--- src/rtl/m8_deframer_pkg.sv ---
// m8_deframer_pkg: constants and lock-state encoding shared by the
// Orbita M8 former, deframer and memory wrappers.
package m8_deframer_pkg;

  localparam int WORD_W = 12;
  localparam int ADDR_W = 10;
  localparam int ECNT_W = 8;

  typedef enum logic [1:0] {
    HUNT   = 2'd0,
    VERIFY = 2'd1,
    LOCKED = 2'd2
  } state_t;

  function automatic logic [ECNT_W-1:0] sat_inc(
    input logic [ECNT_W-1:0] v
  );
    return (&v) ? v : v + 1'b1;
  endfunction

endpackage

--- src/rtl/m8_deframer_if.sv ---
// m8_deframer_if: serial Orbita stream in (iSerial, iValid) and the
// deframed word bus out (oData/oAddr/oWren, status and error outputs).
interface m8_deframer_if;
  import m8_deframer_pkg::*;

  logic              iSerial;
  logic              iValid;
  logic [WORD_W-1:0] oData;
  logic [ADDR_W-1:0] oAddr;
  logic              oWren;
  logic              oFrameStart;
  logic              oLocked;
  logic              oBitErr;
  logic [ECNT_W-1:0] oErrCnt;

  modport master (
    output iSerial, iValid,
    input  oData, oAddr, oWren, oFrameStart,
    input  oLocked, oBitErr, oErrCnt
  );

  modport slave (
    input  iSerial, iValid,
    output oData, oAddr, oWren, oFrameStart,
    output oLocked, oBitErr, oErrCnt
  );

endinterface

--- src/rtl/m8_word_deser.sv ---
// m8_word_deser: shifts in the MSB-first serial stream and checks word
// spacing. Ports: clk, reset, serial, valid -> word, word_stb, bit_err.
module m8_word_deser
  import m8_deframer_pkg::*;
(
  input  logic              clk,
  input  logic              reset,
  input  logic              serial,
  input  logic              valid,
  output logic [WORD_W-1:0] word,
  output logic              word_stb,
  output logic              bit_err
);

  localparam logic [3:0] GAP = 4'(WORD_W - 1);

  logic [WORD_W-2:0] shreg;
  logic [3:0]        cnt;
  logic              synced;
  logic              aligned;

  always_ff @(posedge clk or posedge reset) begin
    if (reset) begin
      shreg  <= '0;
      cnt    <= '0;
      synced <= 1'b0;
    end else begin
      shreg <= {shreg[WORD_W-3:0], serial};
      if (valid) begin
        synced <= 1'b1;
        cnt    <= '0;
      end else if (cnt != 4'hF) begin
        // saturate so a long gap never aliases to a good one
        cnt <= cnt + 4'd1;
      end
    end
  end

  assign aligned  = (cnt == GAP);
  assign word     = {shreg, serial};
  // the first strobe after reset only starts the gap counter
  assign word_stb = valid & synced & aligned;
  assign bit_err  = valid & synced & ~aligned;

endmodule

--- src/rtl/m8_deframer.sv ---
// m8_deframer: word deserialiser plus sync-lock FSM. Ports: clk, reset,
// bus (slave): iSerial/iValid in; oData/oAddr/oWren and status out.
module m8_deframer
  import m8_deframer_pkg::*;
#(
  parameter int              WORDS     = 1024,
  parameter logic [WORD_W-1:0] SYNC_WORD = 12'hE1C,
  parameter int              LOCK_CNT  = 3,
  parameter int              MISS_CNT  = 2
) (
  input logic           clk,
  input logic           reset,
  m8_deframer_if.slave  bus
);

  localparam logic [2:0]        LC   = 3'(LOCK_CNT);
  localparam logic [2:0]        MC   = 3'(MISS_CNT);
  localparam logic [ADDR_W-1:0] LAST = ADDR_W'(WORDS - 1);

  logic [WORD_W-1:0] word;
  logic              word_stb;
  logic              bit_err;

  m8_word_deser u_deser (
    .clk      (clk),
    .reset    (reset),
    .serial   (bus.iSerial),
    .valid    (bus.iValid),
    .word     (word),
    .word_stb (word_stb),
    .bit_err  (bit_err)
  );

  state_t            state;
  logic [ADDR_W-1:0] pos;
  logic [ADDR_W-1:0] pos_next;
  logic [2:0]        conf;
  logic [2:0]        miss;
  logic              is_sync;
  logic              at_zero;

  logic [WORD_W-1:0] data;
  logic [ADDR_W-1:0] addr;
  logic              wren;
  logic              fstart;
  logic              locked;
  logic              berr;
  logic [ECNT_W-1:0] ecnt;

  assign is_sync  = (word == SYNC_WORD);
  assign at_zero  = (pos == '0);
  assign pos_next = (pos == LAST) ? '0 : pos + 1'b1;

  always_ff @(posedge clk or posedge reset) begin
    if (reset) begin
      state  <= HUNT;
      pos    <= '0;
      conf   <= '0;
      miss   <= '0;
      data   <= '0;
      addr   <= '0;
      wren   <= 1'b0;
      fstart <= 1'b0;
      locked <= 1'b0;
      berr   <= 1'b0;
      ecnt   <= '0;
    end else begin
      wren   <= 1'b0;
      fstart <= 1'b0;
      berr   <= 1'b0;
      if (bit_err) begin
        // slip outranks any sync check on the same word
        berr   <= 1'b1;
        ecnt   <= sat_inc(ecnt);
        state  <= HUNT;
        locked <= 1'b0;
        conf   <= '0;
        miss   <= '0;
      end else if (word_stb) begin
        pos <= pos_next;
        unique case (state)
          HUNT: begin
            if (is_sync) begin
              pos  <= ADDR_W'(1);
              conf <= 3'd1;
              if (LC == 3'd1) begin
                state  <= LOCKED;
                miss   <= '0;
                locked <= 1'b1;
                wren   <= 1'b1;
                fstart <= 1'b1;
                data   <= word;
                addr   <= '0;
              end else begin
                state <= VERIFY;
              end
            end
          end
          VERIFY: begin
            if (at_zero) begin
              if (!is_sync) begin
                state <= HUNT;
              end else begin
                conf <= conf + 3'd1;
                if (conf + 3'd1 == LC) begin
                  state  <= LOCKED;
                  miss   <= '0;
                  locked <= 1'b1;
                  wren   <= 1'b1;
                  fstart <= 1'b1;
                  data   <= word;
                  addr   <= pos;
                end
              end
            end
          end
          LOCKED: begin
            if (at_zero && !is_sync && miss + 3'd1 == MC) begin
              state  <= HUNT;
              locked <= 1'b0;
              miss   <= '0;
              ecnt   <= sat_inc(ecnt);
            end else begin
              if (at_zero) begin
                miss <= is_sync ? 3'd0 : miss + 3'd1;
                if (!is_sync) ecnt <= sat_inc(ecnt);
              end
              wren   <= 1'b1;
              fstart <= at_zero;
              data   <= word;
              addr   <= pos;
            end
          end
          default: state <= HUNT;
        endcase
      end
    end
  end

  assign bus.oData       = data;
  assign bus.oAddr       = addr;
  assign bus.oWren       = wren;
  assign bus.oFrameStart = fstart;
  assign bus.oLocked     = locked;
  assign bus.oBitErr     = berr;
  assign bus.oErrCnt     = ecnt;

endmodule

--- src/flat_wrapper.sv ---
// flat-port wrapper written by rule: the top's interface ports become plain ports
module m8_deframer_flat import m8_deframer_pkg::*;
#(
  parameter int              WORDS     = 1024,
  parameter logic [WORD_W-1:0] SYNC_WORD = 12'hE1C,
  parameter int              LOCK_CNT  = 3,
  parameter int              MISS_CNT  = 2
)
  (clk, reset, bus_iSerial, bus_iValid, bus_oData, bus_oAddr, bus_oWren, bus_oFrameStart, bus_oLocked, bus_oBitErr, bus_oErrCnt);
  m8_deframer_if bus_i ();
  input logic clk;
  input logic reset;
  input wire logic [$bits(bus_i.iSerial)-1:0] bus_iSerial;
  input wire logic [$bits(bus_i.iValid)-1:0] bus_iValid;
  output wire logic [$bits(bus_i.oData)-1:0] bus_oData;
  output wire logic [$bits(bus_i.oAddr)-1:0] bus_oAddr;
  output wire logic [$bits(bus_i.oWren)-1:0] bus_oWren;
  output wire logic [$bits(bus_i.oFrameStart)-1:0] bus_oFrameStart;
  output wire logic [$bits(bus_i.oLocked)-1:0] bus_oLocked;
  output wire logic [$bits(bus_i.oBitErr)-1:0] bus_oBitErr;
  output wire logic [$bits(bus_i.oErrCnt)-1:0] bus_oErrCnt;
  assign bus_i.iSerial = bus_iSerial;
  assign bus_i.iValid = bus_iValid;
  assign bus_oData = bus_i.oData;
  assign bus_oAddr = bus_i.oAddr;
  assign bus_oWren = bus_i.oWren;
  assign bus_oFrameStart = bus_i.oFrameStart;
  assign bus_oLocked = bus_i.oLocked;
  assign bus_oBitErr = bus_i.oBitErr;
  assign bus_oErrCnt = bus_i.oErrCnt;
  m8_deframer #(.WORDS(WORDS), .SYNC_WORD(SYNC_WORD), .LOCK_CNT(LOCK_CNT), .MISS_CNT(MISS_CNT)) u_core (.clk(clk), .reset(reset), .bus(bus_i));
endmodule
--- config.mk ---
export PLATFORM = sky130hd
export DESIGN_NAME = m8_deframer_flat
export DESIGN_NICKNAME = d
export VERILOG_FILES = /design/src/rtl/m8_deframer_pkg.sv /design/src/rtl/m8_deframer_if.sv /design/src/rtl/m8_word_deser.sv /design/src/rtl/m8_deframer.sv /design/src/flat_wrapper.sv
export SDC_FILE = /design/constraint.sdc
export NUM_CORES = 1
export LEC_CHECK = 0
export ABC_AREA = 0
export BUFFER_PORTS_ARGS = -buffer_cell sky130_fd_sc_hd__buf_4
export CELL_PAD_IN_SITES_DETAIL_PLACEMENT = 1
export CELL_PAD_IN_SITES_GLOBAL_PLACEMENT = 1
export CORE_MARGIN = 2
export CORE_UTILIZATION = 38
export CTS_CLUSTER_SIZE = 16
export DETAILED_ROUTE_END_ITERATION = 10
export PLACE_DENSITY_LB_ADDON = 0.1
export SETUP_SLACK_MARGIN = 0.15
export SYNTH_ARGS = -nofsm -noshare
export SYNTH_HDL_FRONTEND = slang
export SYNTH_SLANG_ARGS = --single-unit
export TNS_END_PERCENT = 50
--- constraint.sdc ---
create_clock -name clk -period 4.63 [get_ports clk]
set_clock_uncertainty 0.2 [all_clocks]
set_input_delay 0.2315 -clock clk [delete_from_list [all_inputs] [get_ports clk]]
set_output_delay 0.2315 -clock clk [all_outputs]
set_load 0.01 [all_outputs]
==> reports/qor.txt <==
Post-CTS Setup Repair Bufs: 0
Distinct cells, synth: 48
routed len/inst: 16.83 µm
sequential fraction of the synthesis area: 53.31%
final worst path period share: 71.07%
PwrDens: 364.8 nW/µm²
WP data required: 4.67 ns
Final setup viols: 0
Slew headroom: 43.85%
final core utilization: 46.76%
CORE AREA: 8175 µm²
minimum clock period after layout: 3.291 ns
most frequent cells in the layout: dfrtp_1, buf_4, nand2_1, mux2_2, nor2_1
outcome: completed
DRT antenna net count: 0
Num CTS Buffers: 9
fraction of layout cells with a size suffix above 1: 25.74%
worst slew pin tran: 0.8377 ns
Arr. time, crit path: 3.33 ns
Via Count: 2382
Peak VDD IR: 163.4 µV
Port Buf Inserts: 37
IO Count: 38
Cells after Synth: 289
commonest non-fill, non-tap cell in the layout: dfrtp_1
H-tree Lvls: 3
die height: 95.65 µm
Slew Viols, Final: 0
kind of critical path: reg2reg
Resized cells post-CTS: 0
die area: 9149 µm²
max frequency: 0.3039 GHz
ys async rst share: 100.0%
Starting Density: 39.04%
1st-iter DRT viols: 80
mean cell area of the mapped netlist: 11.04 µm²
CTS tree: yes
largest net degree at the start of global routing: 36
Die Wd: 95.65 µm
total of max-cap violations: 0
Hold WS: 0.2067 ns
drt via density: 5.377
final hold vios: 0
initial antenna violation count: 0
Pleak: 1.756 nW
GRT Total Usage: 17.89%
vias in the first global route: 2421
DRC Markers: 0
RD Place Congestion: 0.7837
Max FO, Critical Path: 22
clk slew on worst S/H paths: 0.08 ns
Yosys Warn Count: 0
WL final: 7.454 mm
clock buffer depth: 2
Post-Syn Nets: 304
synthesized cell area: 3192 µm²
clock sinks: 68
CP endpoint kind: flop
Clk Latency, worst-skew pair: 0.35 ns
Hold WC Path Type: reg2reg
first-pass GRT wire length: 12.25 mm
unrepaired setup endpoints after global routing: false
post-DP HPWL: 5.263 mm
EDFF count, synth: 0
setup tns final: 0 ns
# hold bufs at CTS: 3
ant diodes: 0
Final #Nets: 348
Startpoint Class: flop
Layout area overhead: 19.76%
Pre-Repair DR Iteration Count: 4
Reg2Reg Setup Slack: 1.34 ns
total gr overflow: 0
Primary FF master, synth: dfrtp_1
post-synthesis register bit count: 68
Root Buffer: clkbuf_8
num rows: 33
power by group:
group	internal [mW]	switching, mW	leakage (nW)
logic	0.0916	0.101	0.764
registers	0.636	0.0479	0.890
clock network	0.279	0.239	0.102
worst paths after layout:
| check | startpoint | endpoint | depth (start not counted) |
|---|---|---|---|
| worst max-delay path | u_core.u_deser.shreg[5] | u_core.bus.oData[9] | 6 |
| worst min register to register | u_core.u_deser.shreg[0] | u_core.u_deser.shreg[1] | 0 |
| max in group asynchronous | reset | u_core.bus.oAddr[9] | 4 |
| min in group asynchronous | reset | u_core.bus.oErrCnt[2] | 3 |
| worst max register to register | u_core.u_deser.shreg[5] | u_core.bus.oData[9] | 6 |
| worst min-delay path | u_core.u_deser.shreg[0] | u_core.u_deser.shreg[1] | 0 |
cell type report:
cell class                      count  area (µm²)
Clock inverter                      5       58.81
Sequential cell                    68        1702
Clock buffer                       11       151.4
Multi-Input combinational cell    202        1415
Timing Repair Buffer               43       330.3
Inverter                            9       33.78
Fill cell                         902        4353
Tap cell                          105       131.4
stage by stage:
stage / std cells / power, mW / worst slack, ns / area [µm²]
CTS: 443 / 1.418 / 1.320 / 3822
global placement: 424 / 0.8846 / 1.418 / 3582
detailed placement: 424 / 0.8903 / 1.328 / 3582
finish: 443 / 1.394 / 1.339 / 3822
global route: 443 / 1.473 / 1.167 / 3822
floorplan: 289 / 0.8006 / 2.163 / 3192
logic make-up after synthesis:
kind of cell / count (synthesis) / synth area share, %
flops: 68 / 53.31
compound gates: 47 / 9.604
fa+ha+maj: 11 / 4.312
mux: 25 / 8.742
buf+inv: 19 / 2.587
xor+xnor: 14 / 3.842
simple gates: 105 / 17.60
state kept, by name, summed over array words and instances, names as in the netlist:
signal / cells
u_core.bus.oData: 12
u_core.u_deser.shreg: 11
u_core.bus.oAddr: 10
u_core.pos: 10
u_core.bus.oErrCnt: 8
u_core.u_deser.cnt: 4
u_core.conf: 3
u_core.miss: 3
u_core.state: 2
u_core.bus.oBitErr: 1
u_core.bus.oFrameStart: 1
u_core.bus.oLocked: 1
u_core.bus.oWren: 1
u_core.u_deser.synced: 1
synth_stat cells (2+ instances only):
cell type | n | area share [%]
a21boi_0 | 4 | 0.94
a21oi_1 | 8 | 1.3
a31oi_1 | 2 | 0.39
and2_1 | 3 | 0.59
and3_1 | 2 | 0.39
and4_1 | 2 | 0.55
buf_2 | 3 | 0.47
clkbuf_1 | 6 | 0.71
dfrtp_1 | 68 | 53
ha_1 | 11 | 4.3
inv_1 | 9 | 1.1
mux2_2 | 23 | 8.1
mux2i_1 | 2 | 0.63
nand2_1 | 23 | 2.7
nand3_1 | 15 | 2.4
nand4_1 | 9 | 1.8
nor2_1 | 19 | 2.2
nor3_1 | 10 | 1.6
nor3b_1 | 2 | 0.47
nor4_1 | 4 | 0.78
nor4b_1 | 2 | 0.55
o211ai_1 | 3 | 0.71
o21ai_0 | 16 | 2.5
o22ai_1 | 2 | 0.39
o31ai_1 | 2 | 0.47
o41ai_1 | 2 | 0.55
or3_1 | 4 | 0.78
xnor2_1 | 3 | 0.82
xor2_1 | 11 | 3.0
routing by layer:
layer | track usage [%] | wire [µm]
met4 | 6.667 | 98
met5 | 0 | 0
met2 | 26.46 | 3379
met1 | 24.75 | 3725
met3 | 5.375 | 251
critical path, cell delays in order, from the launching register on:
cell and delay, ns:
dfrtp_1 0.40, or4b_4 0.56, nor3_2 0.65, a21boi_0 0.38, a211oi_4 0.28, buf_4 0.32
mux2_2 0.38
Power figures use the tool's default switching activity.
